`src/rtl/mmio_uart_pkg.sv`:
```
// Shared definitions for the memory-mapped UART transmitter: FSM state
// encoding, register-window offsets and StatusData bit positions.
package mmio_uart_pkg;

  typedef enum logic [2:0] {
    ST_IDLE   = 3'd0,
    ST_START  = 3'd1,
    ST_DATA   = 3'd2,
    ST_PARITY = 3'd3,
    ST_STOP   = 3'd4
  } uart_state_e;

  localparam logic [31:0] TXDATA_OFS = 32'd0;
  localparam logic [31:0] STATUS_OFS = 32'd4;

  localparam int STAT_BUSY    = 0;
  localparam int STAT_FULL    = 1;
  localparam int STAT_EMPTY   = 2;
  localparam int STAT_OVF     = 3;
  localparam int STAT_CNT_LSB = 4;

  // Occupancy is reported in a 4-bit field; larger counts pin at 15.
  function automatic logic [3:0] sat_count4(input logic [31:0] c);
    if (c > 32'd15) return 4'hF;
    return c[3:0];
  endfunction

endpackage

```
`src/rtl/mmio_uart_tx_sync_fifo.sv`:
```
// Single-clock FIFO for the UART transmit queue. Pointers carry one extra
// wrap bit so full/empty are distinguished without a separate counter.
// Push while full and pop while empty are ignored.
module sync_fifo #(
  parameter int WIDTH = 8,
  parameter int DEPTH = 8,
  localparam int AW = $clog2(DEPTH),
  localparam int PW = AW + 1
) (
  input  logic             clk,
  input  logic             reset,
  input  logic             push,
  input  logic [WIDTH-1:0] wdata,
  input  logic             pop,
  output logic [WIDTH-1:0] rdata,
  output logic             full,
  output logic             empty,
  output logic [PW-1:0]    count
);

  logic [PW-1:0]    wr_ptr_q, wr_ptr_d;
  logic [PW-1:0]    rd_ptr_q, rd_ptr_d;
  logic [WIDTH-1:0] mem_q [DEPTH];
  logic [WIDTH-1:0] mem_d [DEPTH];
  logic             do_push, do_pop;

  // Flags and read port come straight from the pointers and storage.
  always_comb begin
    full    = (wr_ptr_q ^ rd_ptr_q) == {1'b1, {AW{1'b0}}};
    empty   = (wr_ptr_q == rd_ptr_q);
    count   = wr_ptr_q - rd_ptr_q;
    rdata   = mem_q[rd_ptr_q[AW-1:0]];
    do_push = push && !full;
    do_pop  = pop && !empty;
  end

  // Next pointer and storage values for a push and/or pop this cycle.
  always_comb begin
    wr_ptr_d = wr_ptr_q;
    rd_ptr_d = rd_ptr_q;
    mem_d    = mem_q;
    if (do_push) begin
      mem_d[wr_ptr_q[AW-1:0]] = wdata;
      wr_ptr_d = wr_ptr_q + PW'(1);
    end
    if (do_pop) begin
      rd_ptr_d = rd_ptr_q + PW'(1);
    end
  end

  // Pointer and storage registers; reset discards all queued entries.
  always_ff @(posedge clk or negedge reset) begin
    if (!reset) begin
      wr_ptr_q <= '0;
      rd_ptr_q <= '0;
      for (int i = 0; i < DEPTH; i++) mem_q[i] <= '0;
    end else begin
      wr_ptr_q <= wr_ptr_d;
      rd_ptr_q <= rd_ptr_d;
      mem_q    <= mem_d;
    end
  end

endmodule

```
`src/rtl/mmio_uart_tx.sv`:
```
// Memory-mapped UART transmitter. Stores to TXDATA queue a byte, stores to
// STATUS clear the sticky overflow flag; bytes are sent 8N1 on tx.
// Build option MMIO_UART_PARITY_EN inserts an even-parity bit before STOP.
//
// state     | meaning
// ----------+-----------------------------------------------------------
// ST_IDLE   | line idle high, waiting for a queued byte
// ST_START  | start bit (low) for CLKS_PER_BIT cycles
// ST_DATA   | eight data bits, LSB first, CLKS_PER_BIT cycles each
// ST_PARITY | even parity of the data byte (parity builds only)
// ST_STOP   | stop bit (high); chains straight into the next frame
module mmio_uart_tx
  import mmio_uart_pkg::*;
#(
  parameter logic [31:0] BASE_ADDR    = 32'h0000_1000,
  parameter int          CLKS_PER_BIT = 16,
  parameter int          FIFO_DEPTH   = 8
) (
  input  logic        clk,
  input  logic        reset,
  input  logic        MemWrite,
  input  logic [31:0] DataAdr,
  input  logic [31:0] WriteData,
  output logic [31:0] StatusData,
  output logic        tx
);

  localparam int                CNT_W     = $clog2(CLKS_PER_BIT);
  localparam int                PW        = $clog2(FIFO_DEPTH) + 1;
  localparam logic [CNT_W-1:0]  BAUD_LAST = CNT_W'(CLKS_PER_BIT - 1);

  uart_state_e      state_q, state_d;
  logic [CNT_W-1:0] baud_cnt_q, baud_cnt_d;
  logic [2:0]       bit_idx_q, bit_idx_d;
  logic [7:0]       frame_byte_q, frame_byte_d;
  logic             overflow_q, overflow_d;
  logic             tx_q, tx_d;
  logic             busy;
  logic             baud_end;

  logic             wr_txdata, wr_status;
  logic             fifo_pop;
  logic [7:0]       fifo_rdata;
  logic             fifo_full, fifo_empty;
  logic [PW-1:0]    fifo_count;

  // Only the low byte of a TXDATA store is transmitted.
  logic unused_wdata;
  assign unused_wdata = ^WriteData[31:8];

  // A push that meets a full FIFO is dropped inside the FIFO.
  sync_fifo #(
    .WIDTH(8),
    .DEPTH(FIFO_DEPTH)
  ) u_fifo (
    .clk   (clk),
    .reset (reset),
    .push  (wr_txdata),
    .wdata (WriteData[7:0]),
    .pop   (fifo_pop),
    .rdata (fifo_rdata),
    .full  (fifo_full),
    .empty (fifo_empty),
    .count (fifo_count)
  );

  // Address decode and sticky overflow; full is judged on pre-edge state.
  always_comb begin
    wr_txdata  = MemWrite && (DataAdr == BASE_ADDR + TXDATA_OFS);
    wr_status  = MemWrite && (DataAdr == BASE_ADDR + STATUS_OFS);
    overflow_d = overflow_q;
    if (wr_status) overflow_d = 1'b0;
    if (wr_txdata && fifo_full) overflow_d = 1'b1;
  end

  // State and datapath registers; reset returns the line to idle high.
  always_ff @(posedge clk or negedge reset) begin
    if (!reset) begin
      state_q      <= ST_IDLE;
      baud_cnt_q   <= '0;
      bit_idx_q    <= '0;
      frame_byte_q <= '0;
      overflow_q   <= 1'b0;
      tx_q         <= 1'b1;
    end else begin
      state_q      <= state_d;
      baud_cnt_q   <= baud_cnt_d;
      bit_idx_q    <= bit_idx_d;
      frame_byte_q <= frame_byte_d;
      overflow_q   <= overflow_d;
      tx_q         <= tx_d;
    end
  end

  // Next-state logic: bit timing, bit index and FIFO pops.
  always_comb begin
    state_d      = state_q;
    baud_cnt_d   = baud_cnt_q;
    bit_idx_d    = bit_idx_q;
    frame_byte_d = frame_byte_q;
    fifo_pop     = 1'b0;
    baud_end     = (baud_cnt_q == BAUD_LAST);
    case (state_q)
      ST_IDLE: begin
        if (!fifo_empty) begin
          fifo_pop     = 1'b1;
          frame_byte_d = fifo_rdata;
          baud_cnt_d   = '0;
          state_d      = ST_START;
        end
      end
      ST_START: begin
        if (baud_end) begin
          baud_cnt_d = '0;
          bit_idx_d  = '0;
          state_d    = ST_DATA;
        end else begin
          baud_cnt_d = baud_cnt_q + CNT_W'(1);
        end
      end
      ST_DATA: begin
        if (baud_end) begin
          baud_cnt_d = '0;
          if (bit_idx_q == 3'd7) begin
`ifdef MMIO_UART_PARITY_EN
            state_d = ST_PARITY;
`else
            state_d = ST_STOP;
`endif
          end else begin
            bit_idx_d = bit_idx_q + 3'd1;
          end
        end else begin
          baud_cnt_d = baud_cnt_q + CNT_W'(1);
        end
      end
`ifdef MMIO_UART_PARITY_EN
      ST_PARITY: begin
        if (baud_end) begin
          baud_cnt_d = '0;
          state_d    = ST_STOP;
        end else begin
          baud_cnt_d = baud_cnt_q + CNT_W'(1);
        end
      end
`endif
      ST_STOP: begin
        if (baud_end) begin
          baud_cnt_d = '0;
          if (!fifo_empty) begin
            fifo_pop     = 1'b1;
            frame_byte_d = fifo_rdata;
            state_d      = ST_START;
          end else begin
            state_d = ST_IDLE;
          end
        end else begin
          baud_cnt_d = baud_cnt_q + CNT_W'(1);
        end
      end
      default: begin
        baud_cnt_d = '0;
        state_d    = ST_IDLE;
      end
    endcase
  end

  // Line level is computed from the next state so tx is registered yet
  // changes on the same edge the state does.
  always_comb begin
    busy = (state_q != ST_IDLE);
    case (state_d)
      ST_START:  tx_d = 1'b0;
      ST_DATA:   tx_d = frame_byte_d[bit_idx_d];
`ifdef MMIO_UART_PARITY_EN
      ST_PARITY: tx_d = ^frame_byte_d;
`endif
      default:   tx_d = 1'b1;
    endcase
  end

  // Status word presented combinationally for the core's load mux.
  always_comb begin
    StatusData                              = '0;
    StatusData[STAT_BUSY]                   = busy;
    StatusData[STAT_FULL]                   = fifo_full;
    StatusData[STAT_EMPTY]                  = fifo_empty;
    StatusData[STAT_OVF]                    = overflow_q;
    StatusData[STAT_CNT_LSB+3:STAT_CNT_LSB] = sat_count4(32'(fifo_count));
  end

  assign tx = tx_q;

endmodule

```
`config.mk`:
```
export PLATFORM = sky130hd
export DESIGN_NAME = mmio_uart_tx
export DESIGN_NICKNAME = d
export VERILOG_FILES = /design/src/rtl/mmio_uart_pkg.sv /design/src/rtl/mmio_uart_tx_sync_fifo.sv /design/src/rtl/mmio_uart_tx.sv
export SDC_FILE = /design/constraint.sdc
export NUM_CORES = 1
export LEC_CHECK = 0
export CAP_MARGIN = 20
export CORE_UTILIZATION = 48
export CTS_BUF_LIST = sky130_fd_sc_hd__clkbuf_8
export CTS_CLUSTER_DIAMETER = 120
export DETAILED_ROUTE_END_ITERATION = 6
export PLACE_DENSITY_LB_ADDON = 0.12
export SLEW_MARGIN = 30
export SYNTH_ARGS = -nofsm -noshare
export SYNTH_HDL_FRONTEND = slang
export SYNTH_HIERARCHICAL = 1
export SYNTH_SLANG_ARGS = --single-unit
```
`constraint.sdc`:
```
create_clock -name clk -period 2.8 [get_ports clk]
set_input_delay 0.42 -clock clk [delete_from_list [all_inputs] [get_ports clk]]
set_output_delay 0.42 -clock clk [all_outputs]
set_load 0.05 [all_outputs]
```
==> results of run 1 <==
worst max-delay path by stage:
stage	start	end	slack, ns
5_1_grt	DataAdr[24]	u_fifo/mem_q[13]$_DFFE_PN0P_	0.18
4_1_cts	u_fifo/wr_ptr_q[1]$_DFFE_PN0P_	tx$_DFF_PN1_	0.32
3_5_place_dp	DataAdr[24]	u_fifo/mem_q[10]$_DFFE_PN0P_	-0.05
3_3_place_gp	DataAdr[16]	u_fifo/mem_q[8]$_DFFE_PN0P_	-0.02
2_1_floorplan	u_fifo/rd_ptr_q[1]$_DFFE_PN0P_	tx$_DFF_PN1_	0.008
6_report	DataAdr[24]	u_fifo/mem_q[13]$_DFFE_PN0P_	0.32
layout make-up:
| type | count | area (µm²) |
|---|---|---|
| Multi-Input combinational cell | 249 | 2210 |
| Clock buffer | 9 | 124 |
| Inverter | 12 | 45.0 |
| Fill cell | 772 | 3760 |
| Timing Repair Buffer | 73 | 746 |
| Clock inverter | 6 | 73.8 |
| Tap cell | 129 | 161 |
| Sequential cell | 92 | 2300 |
cell usage in the layout, fill, tap and decap left out, types with 2 or more instances in the layout:
cell type | netlist | final
dfrtp_1 | 91 | 91
a21oi_1 | 7 | 7
nand3b_1 | 2 | 2
clkdlybuf4s50_1 | 0 | 44
ha_1 | 7 | 7
and4_1 | 2 | 2
mux2_4 | 8 | 8
mux2_2 | 66 | 66
mux4_2 | 16 | 16
nand3_1 | 7 | 7
nor4_1 | 6 | 6
nor2_1 | 9 | 9
and3_1 | 2 | 2
a21o_1 | 3 | 3
xnor2_1 | 7 | 7
nor3_2 | 2 | 2
xor2_1 | 4 | 4
buf_12 | 0 | 7
nor3b_1 | 3 | 3
nor4b_1 | 2 | 2
clkbuf_8 | 0 | 9
inv_2 | 2 | 2
nor2_2 | 2 | 2
nand4_1 | 2 | 2
buf_4 | 28 | 22
o31ai_1 | 2 | 2
nand2_1 | 35 | 35
o21ai_0 | 9 | 9
clkinvlp_4 | 0 | 2
conb_1 | 1 | 24
inv_1 | 10 | 10
nor3_1 | 3 | 3
mux2i_1 | 4 | 4
a31oi_1 | 2 | 2
or3_1 | 2 | 2
kinds of logic (layout without fill, tap and decap cells):
group / Yosys count / after routing
multiplexers: 95 / 95
flip-flops: 92 / 92
AND/OR/NAND/NOR: 83 / 83
buffers and inverters: 52 / 100
AO/OA/AOI/OAI: 28 / 28
XOR/XNOR: 11 / 11
adder cells (fa/ha/maj): 8 / 8
other: 1 / 24
state kept, by name (all words and copies together), names as in the netlist:
name,cells
tx,1
bit_idx_q,3
baud_cnt_q,4
overflow_q,1
state_q,3
u_fifo/wr_ptr_q,4
u_fifo/rd_ptr_q,4
u_fifo/mem_q,64
frame_byte_q,8
worst max-delay path: cells and delay by family:
family	cells	cell delay, ns
buf+inv	3	0.78
mux	1	0.34
simple gates	5	1.18
metal layers:
metal,vias up,part of all wire
met5,-,0
met4,0,0.015
met3,14,0.024
met2,55,0.51
met1,1507,0.45
li1,1405,-
power breakdown:
group	internal [mW]	switching (mW)	leakage (nW)
clock	0.419	0.486	0.0938
sequential	1.33	0.000000121	1.28
combinational	0.0561	0.114	1.39
==> impl_metrics.yaml, run 1 <==
place:
  placed_area_um2: 5460
  hpwl_mm: 6.59
  gp_congestion: 0.744
  dp_cells: 555
  portBuffers: 51
  dpl_worst_slack_ns: -0.0511
drt:
  drcViolationCount: 0
  drt_iter0_drc: 76
  drtPass1Iterations: 4
  vias: 2981
  final_antenna_net_count: 0
  wl_per_cell_um: 16.3
  wl_mm: 9.27
  via_per_inst: 5.23
cts:
  cts_tree: "yes"
  holdBufCountCts: 0
  clock_path_buffers: 2
  cts-resized-gates: 0
  cts-buffers-inserted: 9
  insertion_delay_ns: 0.36
  post_cts_buffers: 0
  htreeDepth: 3
  cts_sinks: 92
  root_buffer: "clkbuf_8"
  clk_pin_slew_worst_paths_ns: 0.09
synth:
  yosysSeqAreaShare: 0.487
  synth_seq_cells: 92
  ys_warn_count: 6
  yosysTopAreaCell: "dfrtp_1"
  synth_top_family_by_area: "multiplexers"
  yosys.area_share.simple: 0.0928
  syn-cell-area_um2: 4730
  postSynthAreaPerCell_um2: 12.8
  synth_flop_cell: "dfrtp_1"
  synth_xor_area_frac: 0.0203
  yosysMostFrequentCell: "dfrtp_1"
  synth_top_area_frac: 0.481
  synth_edf_count: 0
  synth.area.mux_share: 0.269
  yosys-top-cells-area: "dfrtp_1 (48%), mux2_2 (16%), mux4_2 (7.6%)"
  synth_compound_area_frac: 0.0418
  postSynthCellCount: 370
  synth_cell_type_count: 47
  synthTopCellsByCount: "dfrtp_1 (91), mux2_2 (66), nand2_1 (35)"
  async_flop_share: 1.00
  synth-adder-area-share: 0.0227
grt:
  met1_usage: 0.271
  met3_usage: 0.0366
  top_usage_layer: "met2"
  grt_max_degree: 57
  grt_pass1_wl_mm: 15.6
  grt_usage: 0.203
  gr-usage-met2: 0.338
  grt_pass1_vias: 3048
  antenna_found_initial: 0
  grt_overflow_total: 0
timing:
  post-route-worst-setup-slack_ns: 0.315
  tightest_slew_ns: 0.543
  holdWs_ns: 0.0222
  hold_viol: 0
  setup_viol: 0
  slew_headroom: 0.634
  fin_crit_sh: 0.887
  slew_viol_final: 0
  fin_crit_ns: 2.48
  finalSetupTns_ns: 0
  finClkSkew_ns: 0.00990
  rsz0062_at_grt: "false"
  max_freq_mhz: 402
pwr:
  power_density_nw_per_um2: 425
  power_mw: 2.40
  ir_drop_mv: 0.326
  p_leak_nw: 2.76
finish:
  fin_area_um2: 5660
  instances_no_fill: 570
  fin_util: 0.601
  drive_gt1_frac: 0.333
  nets: 512
  n_antenna_cell: 0
  syn_to_final_growth_pct: 19.5
critical_path:
  cp.required_ns: 3.05
  crit_chain: "clkdlybuf4s50_1 -> nor4b_1 -> nand4_1 -> nor3_1 -> nand2_1 -> buf_4 -> nor3_2 -> buf_4 -> mux2_2"
  rr_endpoint: "tx$_DFF_PN1_"
  slowest_stage: "clkdlybuf4s50_1"
  crit_type: "in -> reg"
  critPathMaxFanout: 6
  reg2reg_from: "u_fifo/wr_ptr_q[1]$_DFFE_PN0P_"
  r2r_cells: 9
  worstPathArrival_ns: 2.73
  crit_path_max_incr_delay_ns: 0.40
  crit_path_end_kind: "flop"
  cp-start-kind: "input port"
  reg2reg_slack_ns: 0.35
  crit_path_frequent_cell: "buf_4"
floorplan:
  die_h_um: 101
  coreArea_um2: 9420
  io_pins: 100
  dieArea_um2: 10300
  initial_core_util: 0.503
  num_rows: 35
  die_w_um: 101
min_path:
  hp-class: "in -> async"
flow_run:
  cap_violations: 0
outcome:
  status: "finished clean"
No activity file was read; power rests on OpenSTA's default activity.
==> run 2: changes to the inputs <==
ABC_CLOCK_PERIOD_IN_PS = 2800   (was not set)
==> results of run 2 <==
The final DEF is identical to that of run 1; final timing and power are the same.
==> run 3: changes to the inputs <==
ABC_CLOCK_PERIOD_IN_PS = 2500   (was 2800)
CORE_UTILIZATION = 53   (was 48)
clock period = 2.5 ns   (was 2.8 ns; I/O delays follow)
==> run 3 against run 2 <==
Effect of this change:
- clock-buffer cell count grew 1
- first-iteration DRC count increased by 30%
- final area rose by 1.6%
- wire length is 2.2% higher
- critical path depth grew 1
- non-clock buffer count grew 9
- setup slack worse by 0.16 ns
- total power increased by 12%
- via count grew 0.81%
- register-to-register slack worse by 0.12 ns
- sequential power increased by 12%
==> impl_metrics.yaml, run 3 (synthesis gave the netlist of run 1 again) <==
finish:
  largest_register_ffs: 64
  top_regs: "u_fifo/mem_q x64, frame_byte_q x8"
  final_cell_mix: "dfrtp_1 (91), mux2_2 (60), clkdlybuf4s50_1 (44)"
  syn_to_final_growth_pct: 21.5
  fillCellCount: 640
  fin_area_um2: 5750
  drive_gt1_frac: 0.358
  layout_commonest_cell: "dfrtp_1"
  n_antenna_cell: 0
  largest_register: "u_fifo/mem_q"
  fin_util: 0.663
  nets: 521
place:
  gp_congestion: 0.795
  portBuffers: 51
  hpwl_mm: 6.82
  placed_area_um2: 5550
timing:
  finalSetupTns_ns: 0
  setup_viol: 0
  max_freq_mhz: 426
  slew_viol_final: 0
  finClkSkew_ns: 0.0123
  rsz0062_at_grt: "false"
  tightest_slew_ns: 0.601
  slew_headroom: 0.599
  fin_crit_sh: 0.939
  fin_crit_ns: 2.35
  hold_viol: 0
cts:
  root_buffer: "clkbuf_8"
  clk_pin_slew_worst_paths_ns: 0.10
  clock_path_buffers: 2
  htreeDepth: 3
  holdBufCountCts: 0
  insertion_delay_ns: 0.34
  cts-buffers-inserted: 9
  cts_tree: "yes"
  cts_sinks: 92
grt:
  grt_pass1_vias: 3062
  grt_pass1_wl_mm: 15.4
  grt_max_degree: 46
  grt_usage: 0.224
  grt_overflow_total: 0
  antenna_found_initial: 0
pwr:
  power_mw: 2.69
  p_leak_nw: 2.82
  power.share.combinational: 0.072
  power.share.clock: 0.376
  p_sw_frac: 0.242
  cellInternalPower_mw: 2.04
  ir_drop_mv: 0.327
  switchingPower_uw: 651
  power_density_nw_per_um2: 468
  power_frac_seq: 0.553
critical_path:
  reg2reg_slack_ns: 0.23
  cp-start-kind: "input port"
  crit_path_end_kind: "flop"
  cp.required_ns: 2.73
  crit_path_max_incr_delay_ns: 0.39
  slowest_stage: "clkdlybuf4s50_1"
  critPathBufInv: 4
  worstPathArrival_ns: 2.58
  crit_type: "in -> reg"
  cp_top_family: "simple AND/OR/NAND/NOR gates"
  critPathMaxFanout: 5
  crit_path_frequent_cell: "buf_4"
  crit_chain: "clkdlybuf4s50_1 -> nor4_1 -> nand4_1 -> nor3_1 -> buf_4 -> nand2_1 -> buf_4 -> nor3_2 -> buf_4 -> mux2_2"
floorplan:
  dieArea_um2: 9320
  coreArea_um2: 8680
  die_h_um: 96.5
  die_w_um: 96.5
  io_pins: 100
  num_rows: 34
  initial_core_util: 0.546
drt:
  drt_iter0_drc: 99
  drcViolationCount: 0
  final_antenna_net_count: 0
  vias: 3005
  drtPass1Iterations: 6
  wl_per_cell_um: 17.0
  wl_mm: 9.47
  via_per_inst: 5.39
outcome:
  status: "finished clean"
min_path:
  hp-class: "in -> async"
flow_run:
  cap_violations: 0
==> run 3: changes by cell type in the layout (fill, tap and decap cells not counted), sizes merged <==
cell	delta
buf	+9
clkbuf	+1
clkinv	-1
clkinvlp	+1
inv	-1
==> run 3: path summary, 6_finish.rpt <==
kind	start	endpoint	depth (start not counted)
min in group clk	u_fifo/mem_q[53]$_DFFE_PN0P_	u_fifo/mem_q[53]$_DFFE_PN0P_	1
max reg2reg	u_fifo/wr_ptr_q[2]$_DFFE_PN0P_	u_fifo/mem_q[42]$_DFFE_PN0P_	6
max	DataAdr[16]	u_fifo/mem_q[8]$_DFFE_PN0P_	10
min	reset	u_fifo/wr_ptr_q[0]$_DFFE_PN0P_	1
min reg2reg	u_fifo/mem_q[53]$_DFFE_PN0P_	u_fifo/mem_q[53]$_DFFE_PN0P_	1
max in group asynchronous	reset	frame_byte_q[5]$_DFF_PN0_	2
==> run 3: layer usage <==
metal / wire length, µm / share of wire / vias to the layer above / global-route usage
met5: 0 / 0 / - / 0
met3: 181 / 0.019 / 9 / 0.0313
met1: 4340 / 0.46 / 1534 / 0.299
met4: 84 / 0.0089 / 0 / 0.0539
li1: - / - / 1421 / -
met2: 4870 / 0.51 / 41 / 0.389
==> run 3: power groups by stage <==
stage          clock, mW  combinational [mW]  sequential, mW
2_1_floorplan          0               0.111            1.52
3_3_place_gp           0               0.191            1.52
3_5_place_dp           0               0.193            1.52
4_1_cts             1.05               0.194            1.49
5_1_grt             1.10               0.209            1.49
6_report            1.01               0.192            1.49
==> run 3: stage by stage <==
step | hold slack [ns] | cells | setup slack (ns)
3_5_place_dp | 0.423 | 543 | -0.200
6_report | 0.0243 | 558 | 0.152
5_1_grt | 0.0677 | 558 | 0.0282
3_3_place_gp | 0.422 | 543 | -0.203
4_1_cts | 0.0370 | 558 | 0.145
2_1_floorplan | 0.0794 | 393 | 0.0173
==> run 3: repair_timing <==
item,CTS,global route
endpoints found under the setup margin,0,5
buffers inserted,0,0
gates resized for setup,0,1
==> run 3: cell type report <==
class                      instances  area, µm²  share of cell area
timing repair buffer              82        813               0.141
inverter                          12       45.0             0.00783
clock inverter                     5       61.3              0.0107
tap                              108        135              0.0235
clock buffer                      10        138              0.0239
multi-input combinational        249       2250               0.392
sequential                        92       2300               0.401
